===== src/rtl/addsub_pkg.sv =====
// Shared types and encodings for the multi-cycle add/sub engine.
package addsub_pkg;

    typedef enum logic [1:0] {
        IDLE = 2'd0,
        RUN  = 2'd1,
        DONE = 2'd2
    } state_t;

    localparam logic OP_ADD = 1'b0;
    localparam logic OP_SUB = 1'b1;

endpackage


===== src/rtl/addsub_chunk.sv =====
// Combinational CHUNK-bit ripple adder; also exposes the carry into the MSB
// so the caller can derive signed overflow.
module addsub_chunk #(
    parameter int unsigned CHUNK = 4
) (
    input  logic [CHUNK-1:0] a,
    input  logic [CHUNK-1:0] b,
    input  logic             cin,
    output logic [CHUNK-1:0] sum,
    output logic             cout,
    output logic             cmsb
);

    logic [CHUNK:0] w_c;

    always_comb begin
        w_c    = '0;
        sum    = '0;
        w_c[0] = cin;
        for (int unsigned i = 0; i < CHUNK; i++) begin
            sum[i]   = a[i] ^ b[i] ^ w_c[i];
            w_c[i+1] = (a[i] & b[i]) | (a[i] & w_c[i]) | (b[i] & w_c[i]);
        end
        cout = w_c[CHUNK];
        cmsb = w_c[CHUNK-1];
    end

endmodule


===== src/rtl/addsub_seq.sv =====
// Multi-cycle two's-complement adder/subtractor, CHUNK bits per cycle, LS chunk first.
// Status flags are built only when ADDSUB_FLAGS_EN is defined; otherwise tied to 0.
module addsub_seq
    import addsub_pkg::*;
#(
    parameter int unsigned WIDTH = 16,
    parameter int unsigned CHUNK = 4
) (
    input  logic             clk,
    input  logic             rst_n,
    input  logic             start,
    input  logic             op,
    input  logic [WIDTH-1:0] a,
    input  logic [WIDTH-1:0] b,
    output logic             busy,
    output logic             done,
    output logic [WIDTH-1:0] result,
    output logic             cout,
    output logic             flag_z,
    output logic             flag_n,
    output logic             flag_v
);

    localparam int unsigned N     = WIDTH / CHUNK;
    localparam int unsigned IDX_W = (N > 1) ? $clog2(N) : 1;

    state_t             r_state;
    logic [WIDTH-1:0]   r_a;
    logic [WIDTH-1:0]   r_b;
    logic [WIDTH-1:0]   r_result;
    logic               r_carry;
    logic               r_cout;
    logic [IDX_W-1:0]   r_idx;

    logic [CHUNK-1:0]   w_a_chunk;
    logic [CHUNK-1:0]   w_b_chunk;
    logic [CHUNK-1:0]   w_sum;
    logic               w_cout;
    logic               w_last;
    logic [WIDTH-1:0]   w_next_result;

`ifdef ADDSUB_FLAGS_EN
    logic               w_cmsb;
`else
    logic               w_unused_cmsb;
`endif

    always_comb begin
        w_a_chunk     = CHUNK'(r_a >> (r_idx * CHUNK));
        w_b_chunk     = CHUNK'(r_b >> (r_idx * CHUNK));
        w_last        = (r_idx == IDX_W'(N - 1));
        w_next_result = r_result;
        w_next_result[r_idx * CHUNK +: CHUNK] = w_sum;
    end

    addsub_chunk #(
        .CHUNK (CHUNK)
    ) u_chunk (
        .a    (w_a_chunk),
        .b    (w_b_chunk),
        .cin  (r_carry),
        .sum  (w_sum),
        .cout (w_cout),
`ifdef ADDSUB_FLAGS_EN
        .cmsb (w_cmsb)
`else
        .cmsb (w_unused_cmsb)
`endif
    );

    // Subtract is a + ~b + 1: operand B is inverted at latch time and the carry seeded with op.
    always_ff @(posedge clk or negedge rst_n) begin
        if (!rst_n) begin
            r_state  <= IDLE;
            r_a      <= '0;
            r_b      <= '0;
            r_result <= '0;
            r_carry  <= 1'b0;
            r_cout   <= 1'b0;
            r_idx    <= '0;
        end else begin
            case (r_state)
                IDLE, DONE: begin
                    if (start) begin
                        r_a     <= a;
                        r_b     <= (op == OP_SUB) ? ~b : b;
                        r_carry <= op;
                        r_idx   <= '0;
                        r_state <= RUN;
                    end else begin
                        r_state <= IDLE;
                    end
                end
                RUN: begin
                    r_result <= w_next_result;
                    r_carry  <= w_cout;
                    r_idx    <= r_idx + 1'b1;
                    if (w_last) begin
                        r_cout  <= w_cout;
                        r_state <= DONE;
                    end
                end
                default: r_state <= IDLE;
            endcase
        end
    end

`ifdef ADDSUB_FLAGS_EN
    logic r_flag_z;
    logic r_flag_n;
    logic r_flag_v;

    // Overflow as carry-into-MSB xor carry-out, equivalent to the operand/result sign test.
    always_ff @(posedge clk or negedge rst_n) begin
        if (!rst_n) begin
            r_flag_z <= 1'b0;
            r_flag_n <= 1'b0;
            r_flag_v <= 1'b0;
        end else if (r_state == RUN && w_last) begin
            r_flag_z <= (w_next_result == '0);
            r_flag_n <= w_next_result[WIDTH-1];
            r_flag_v <= w_cmsb ^ w_cout;
        end
    end

    assign flag_z = r_flag_z;
    assign flag_n = r_flag_n;
    assign flag_v = r_flag_v;
`else
    assign flag_z = 1'b0;
    assign flag_n = 1'b0;
    assign flag_v = 1'b0;
`endif

    assign busy   = (r_state == RUN);
    assign done   = (r_state == DONE);
    assign result = r_result;
    assign cout   = r_cout;

endmodule


===== config.mk =====
export PLATFORM = sky130hd
export DESIGN_NAME = addsub_seq
export DESIGN_NICKNAME = d
export VERILOG_FILES = /design/src/rtl/addsub_pkg.sv /design/src/rtl/addsub_chunk.sv /design/src/rtl/addsub_seq.sv
export SDC_FILE = /design/constraint.sdc
export NUM_CORES = 1
export LEC_CHECK = 0
export ABC_CLOCK_PERIOD_IN_PS = 4800
export CORE_UTILIZATION = 40
export DETAILED_ROUTE_END_ITERATION = 16
export DONT_BUFFER_PORTS = 1
export PLACE_DENSITY = 0.62
export SETUP_SLACK_MARGIN = 0.4
export SYNTH_ARGS = -nofsm -noshare
export SYNTH_HDL_FRONTEND = slang
export SYNTH_SLANG_ARGS = --single-unit

===== constraint.sdc =====
create_clock -name clk -period 4.8 [get_ports clk]
set_clock_uncertainty 0.1 [all_clocks]
set_input_delay 0.48 -clock clk [delete_from_list [all_inputs] [get_ports clk]]
set_output_delay 0.48 -clock clk [all_outputs]
set_load 0.01 [all_outputs]

# After elaboration in Yosys (flattened, before gate mapping)
# Index checks and enable logic that the tools add are counted.
[word_totals]
ff_bits = 54
input_bits = 36
output_inout_bits = 22
elab_cells = 62
[op_classes]
addsub = 2
eq_ne = 5
shift = 4
n_mux = 9
n_bitwise = 29
reduce_logical = 6
[op_table]
columns = ["operator", "n"]
rows = [
  ["4-bit negator with 34-bit output", 1],
  ["4-bit by 34-bit variable shift with 16-bit output (first input constant)", 1],
  ["4-bit by 34-bit indexed part select with 16-bit output", 1],
  ["16-bit by 4-bit right shift with 4-bit output", 2],
  ["16-bit bitwise mux", 1],
  ["16-bit 2-to-1 mux", 1],
  ["16-bit inverter", 1],
  ["1-bit AND", 12],
  ["1-bit bitwise OR", 8],
  ["2-bit case mux with 2 select lines", 2],
  ["1-bit bitwise XOR", 8],
  ["2-bit AND reduction", 3],
  ["2-bit equality test (second input constant)", 2],
  ["2-bit 2-to-1 mux", 2],
  ["2-bit by 1-bit adder with 2-bit output (second input constant)", 1],
  ["2-bit by 1-bit equality test with 1-bit output (second input constant)", 1],
  ["2-bit logical NOT", 1],
  ["1-bit 2-to-1 mux", 2],
  ["2-bit by 1-bit != test with 1-bit output (second input constant)", 1],
  ["2-bit != test (second input constant)", 1],
  ["1-bit case mux with 2 select lines", 1],
  ["2-bit nonzero test", 1],
  ["2-bit OR reduction", 1],
]

# Logic depth before layout (Yosys ltp)
[logic_depth]
word_depth = 14
depth_mapped = 10
ltp_nobuf = 9

# By module
# A second synthesis with hierarchy kept.
[unflattened]
cells_unflattened = 203
area_unflattened_um2 = 2623.8
[by_module_without_submodules]
columns = ["mod", "n_inst", "cells_per_inst", "area_per_inst_um2"]
rows = [
  ["addsub_seq", 1, 189, 2506.2],
  ["addsub_chunk", 1, 14, 117.6],
]

# Least setup slack after synthesis
# OpenSTA, ideal clock, no wires.
[synth_timing]
kind = "register -> register"
startpoint = "register r_idx[0]"
endpoint = "register r_result[11], in the netlist result[11]"
setup_time_ns = 0.121
arrival_time_ns = 2.792
slack_ns = 1.787
stages_incl_launch_ff = 10
synth_period_minus_slack_ns = 3.013
path_cell_list = "dfrtp_1 -> buf_2 -> mux4_2 -> fa_1 -> inv_1 -> fa_1 -> fa_1 -> inv_1 -> fa_1 -> a22o_1"
[synth_via]
elab_chain_len = 13
[synth_lines]
columns = ["element", "line_no", "text"]
rows = [
  ["start: declaration", "addsub_seq.sv:33", "logic [IDX_W-1:0] r_idx;"],
  ["start signal: assignment", "addsub_seq.sv:97", "r_idx <= r_idx + 1'b1;"],
  ["16-bit by 4-bit right shift with 4-bit output, on equally long branches", "addsub_seq.sv:49, addsub_seq.sv:50", ""],
  ["1-bit AND", "addsub_chunk.sv:22", "w_c[i+1] = (a[i] & b[i]) | (a[i] & w_c[i]) | (b[i] & w_c[i]);"],
  ["1-bit bitwise OR (2 in a row)", "addsub_chunk.sv:22", ""],
  ["1-bit AND", "addsub_chunk.sv:22", ""],
  ["1-bit bitwise OR (2 in a row)", "addsub_chunk.sv:22", ""],
  ["1-bit AND", "addsub_chunk.sv:22", ""],
  ["1-bit bitwise OR (2 in a row)", "addsub_chunk.sv:22", ""],
  ["1-bit bitwise XOR", "addsub_chunk.sv:21", "sum[i] = a[i] ^ b[i] ^ w_c[i];"],
  ["4-bit by 34-bit indexed part select with 16-bit output", "addsub_seq.sv:53", "w_next_result[r_idx * CHUNK +: CHUNK] = w_sum;"],
  ["16-bit bitwise mux *", "addsub_seq.sv:53", ""],
  ["end signal: assignment", "addsub_seq.sv:95", "r_result <= w_next_result;"],
  ["end: declaration", "addsub_seq.sv:30", "logic [WIDTH-1:0] r_result;"],
]
# Every way passes the cells marked *; elsewhere a longest branch is shown, timed or not.
# A chain may end at the register's enable or synchronous reset.

# Final worst setup path
# Ends and elaborated chain as after synthesis.

==> summary.txt <==
Status
  • Result of the run: finished clean

Job
  • MaxCap Viol Count: 0

Clock network
  • H-tree depth reported by CTS: 2
  • Number of buffers on the longest clock path: 2
  • Sink count of the clock tree: 54
  • Clock latency on the worst-skew pair: 0.30 ns
  • Clock-pin slew reported for the worst setup and hold paths after clock tree synthesis: 0.08 ns
  • Root buf cell: sky130_fd_sc_hd__clkbuf_8
  • CTS tree: yes
  • Clock buffer count from CTS: 5
  • Number of cells upsized or downsized after cts: 0

Global route
  • Antenna violations before repair: 0
  • GRT Overall Usage: 0.1514
  • Largest net degree at the start of global routing: between 50 and 60
  • Global-route congestion overflow total: 0
  • First-pass GRT wire length: 7341 um
  • Number of global-route vias before repair: roughly 1500

Detailed routing
  • Post-route antenna net violation count: 0
  • Mean number of vias per cell: 5.260
  • DR pass1 iterations: 4
  • Final routed DRC violation total: 0
  • Detailed Route WL: between 4000 and 5000 um
  • DRT iter0 DRCs: 82
  • Drt wl/cell: between 15 and 20 um
  • Via count: 1478

Floorplan
  • Core ar.: 6061 sq um
  • # rows: 28
  • I/O pin total: 58
  • DIE WIDTH: around 80 um
  • Starting utilization of the core area: 0.4253
  • Chip height: 82.27 um
  • Overall die area: about 6800 sq um

STA
  • Share of the cycle needed by the critical path after routing: 0.6892
  • Setup violators final: 0
  • Worst Tran Pin Value: 0.9580 ns
  • WHS: between 0.2 and 0.25 ns
  • Number of pins exceeding their max-slew limit in the final report: 0
  • Worst max-slew margin expressed relative to the limit: 0.3613
  • Min Tclk post-route: approximately 3.3 ns
  • Final Worst Setup Slack: 1.492 ns
  • Unrepaired setup endpoints after global routing: no
  • Accumulated negative setup slack: 0 ns
  • Final Hold Vio Count: 0
  • Achievable Freq: 0.3023 GHz

Critical path
  • Startpoint type of the worst setup path: flop
  • Number of cells on the worst reg-to-reg path: 8
  • Worst Path Max Fanout: 18
  • Category of the most critical setup path: reg2reg
  • Worst endpoint data arrival time: between 3 and 4 ns
  • CP endpoint kind: flop
  • Endpoint required time on the critical path: approximately 4.9 ns
  • Reg-to-reg slack, setup: approximately 1.5 ns

Logic synthesis
  • Area fraction of the dominant cell type after synthesis: 0.5243
  • Most area-hungry cell type in the Yosys netlist: sky130_fd_sc_hd__dfrtp_1
  • Top post-synthesis cells by area: sky130_fd_sc_hd__dfrtp_1 52%, sky130_fd_sc_hd__mux2_2 7.4%, sky130_fd_sc_hd__mux4_2 7.0%
  • Part of the Yosys area used for sequential elements: 0.5243
  • Distinct cell type count after synthesis: 25
  • Post-Syn Instances: 209
  • Area of the mapped netlist: 2577 sq um
  • Top_reg_cell synth: sky130_fd_sc_hd__dfrtp_1
  • EDFF count, synth: 0
  • Share of flip-flops with an asynchronous set or reset after synthesis: 1.000
  • Count of warnings emitted by yosys: 0
  • Post-synthesis sequential element count: 54
  • Avg Inst Size Synth: 12.33 sq um

Cells and area
  • N_diodes: 0
  • Top library cells by usage in the layout, fill and taps aside: 54 x sky130_fd_sc_hd__dfrtp_1, 27 x sky130_fd_sc_hd__nand2_1, 27 x sky130_fd_sc_hd__o21ai_0
  • Nets: 253
  • Total area of sequential cells: 1351 sq um
  • Fill count: 575
  • Commonest non-fill, non-tap cell in the layout: sky130_fd_sc_hd__dfrtp_1
  • Area growth from synthesis to layout: 6.068%
  • Fraction of layout cells with a size suffix above 1: 0.1602
  • Area of the multi-input gates: 1135 sq um

Pwr
  • Static leakage: approximately 1.2 nW
  • PwrDens: about 700 nW/um^2
  • Peak supply drop: 0.0002931 V

Placed design
  • Port-buffer cells: 0
  • DPL Wire Length: about 3300 um
  • Gpl congestion: 0.7482
  • Placement-stage worst setup slack: 1.466 ns

Worst hold path
  • Cell depth of the worst hold path: 1
  • Worst min-delay path class: in2reg
==> sequential cells by signal, indices dropped and copies added, names as in the netlist <==
signal,cells
r_a,16
r_b,16
result,16
r_idx,2
r_state,2
cout,1
r_carry,1
==> worst max-delay path, stage by stage (launching register included) <==
cell	delay [ns]
sky130_fd_sc_hd__dfrtp_1	0.86
sky130_fd_sc_hd__mux4_2	0.61
sky130_fd_sc_hd__fa_1	0.39
sky130_fd_sc_hd__inv_1	0.09
sky130_fd_sc_hd__fa_1	0.19
sky130_fd_sc_hd__fa_1	0.18
sky130_fd_sc_hd__inv_1	0.05
sky130_fd_sc_hd__fa_1	0.50
sky130_fd_sc_hd__a22o_1	0.22
==> cell families after synthesis <==
family | after synthesis | share of synthesized area
xor+xnor | 16 | 0.05437
mux | 26 | 0.1481
other cells | 1 | 0.001455
simple gates | 45 | 0.09273
compound gates | 35 | 0.07961
fa+ha+maj | 10 | 0.06019
flops | 54 | 0.5243
buf+inv | 22 | 0.03932
==> synthesized netlist by cell type, types with 4 or more instances <==
master / count
sky130_fd_sc_hd__mux4_2: 8
sky130_fd_sc_hd__buf_2: 6
sky130_fd_sc_hd__nand3b_1: 4
sky130_fd_sc_hd__fa_1: 4
sky130_fd_sc_hd__mux2_2: 17
sky130_fd_sc_hd__clkbuf_1: 4
sky130_fd_sc_hd__a22o_1: 8
sky130_fd_sc_hd__xnor2_1: 16
sky130_fd_sc_hd__inv_1: 9
sky130_fd_sc_hd__ha_1: 6
sky130_fd_sc_hd__o21ai_0: 27
sky130_fd_sc_hd__nand2_1: 27
sky130_fd_sc_hd__dfrtp_1: 54
==> cell type report <==
type | instances | area share
Clock buffer | 6 | 0.03021
Multi-Input combinational cell | 135 | 0.4151
Tap cell | 75 | 0.03432
Inverter | 9 | 0.01236
Timing Repair Buffer | 2 | 0.01373
Sequential cell | 54 | 0.4943
==> metrics by stage <==
step / utilization / std cells / total power [mW] / area, sq um
after floorplan: - / 211 / 1.449 / 2585
after global placement: 0.4313 / 273 / 1.657 / 2614
after detailed placement: 0.4313 / 273 / 1.685 / 2614
after CTS: 0.4511 / 281 / 1.941 / 2734
after global routing: 0.4511 / 281 / 2.078 / 2734
final: 0.4511 / 281 / 1.907 / 2734
==> report_power, final <==
part | switching (mW) | internal (mW) | total (mW)
sequential | 0.187 | 0.656 | 0.842
clock | 0.133 | 0.111 | 0.244
combinational | 0.423 | 0.398 | 0.821
==> routing by layer <==
layer  GRT usage  routed length (um)  vias to the layer above  share of wire
met2      0.2380                2252                       44           0.49
met3     0.03956                 226                        7          0.049
met5           0                   0                        -              0
met1      0.1977                2088                      715           0.45
li1            -                   -                      712              -
met4     0.06316                  66                        0          0.014
==> final timing paths <==
kind                          start          to
max                        r_idx[0]  result[11]
min                           a[12]     r_a[12]
min in group asynchronous     rst_n   result[9]
max in group asynchronous     rst_n   result[0]
min reg2reg                  r_b[5]      r_b[5]
max reg2reg                r_idx[0]  result[11]
==> timing repair <==
item | CTS | global route
setup endpoints to repair | 0 | 0
hold buffers | 2 | 0
buffers inserted | 0 | 0
endpoints found under the hold margin | 54 | 0
No activity file was read; power rests on OpenSTA's default activity.
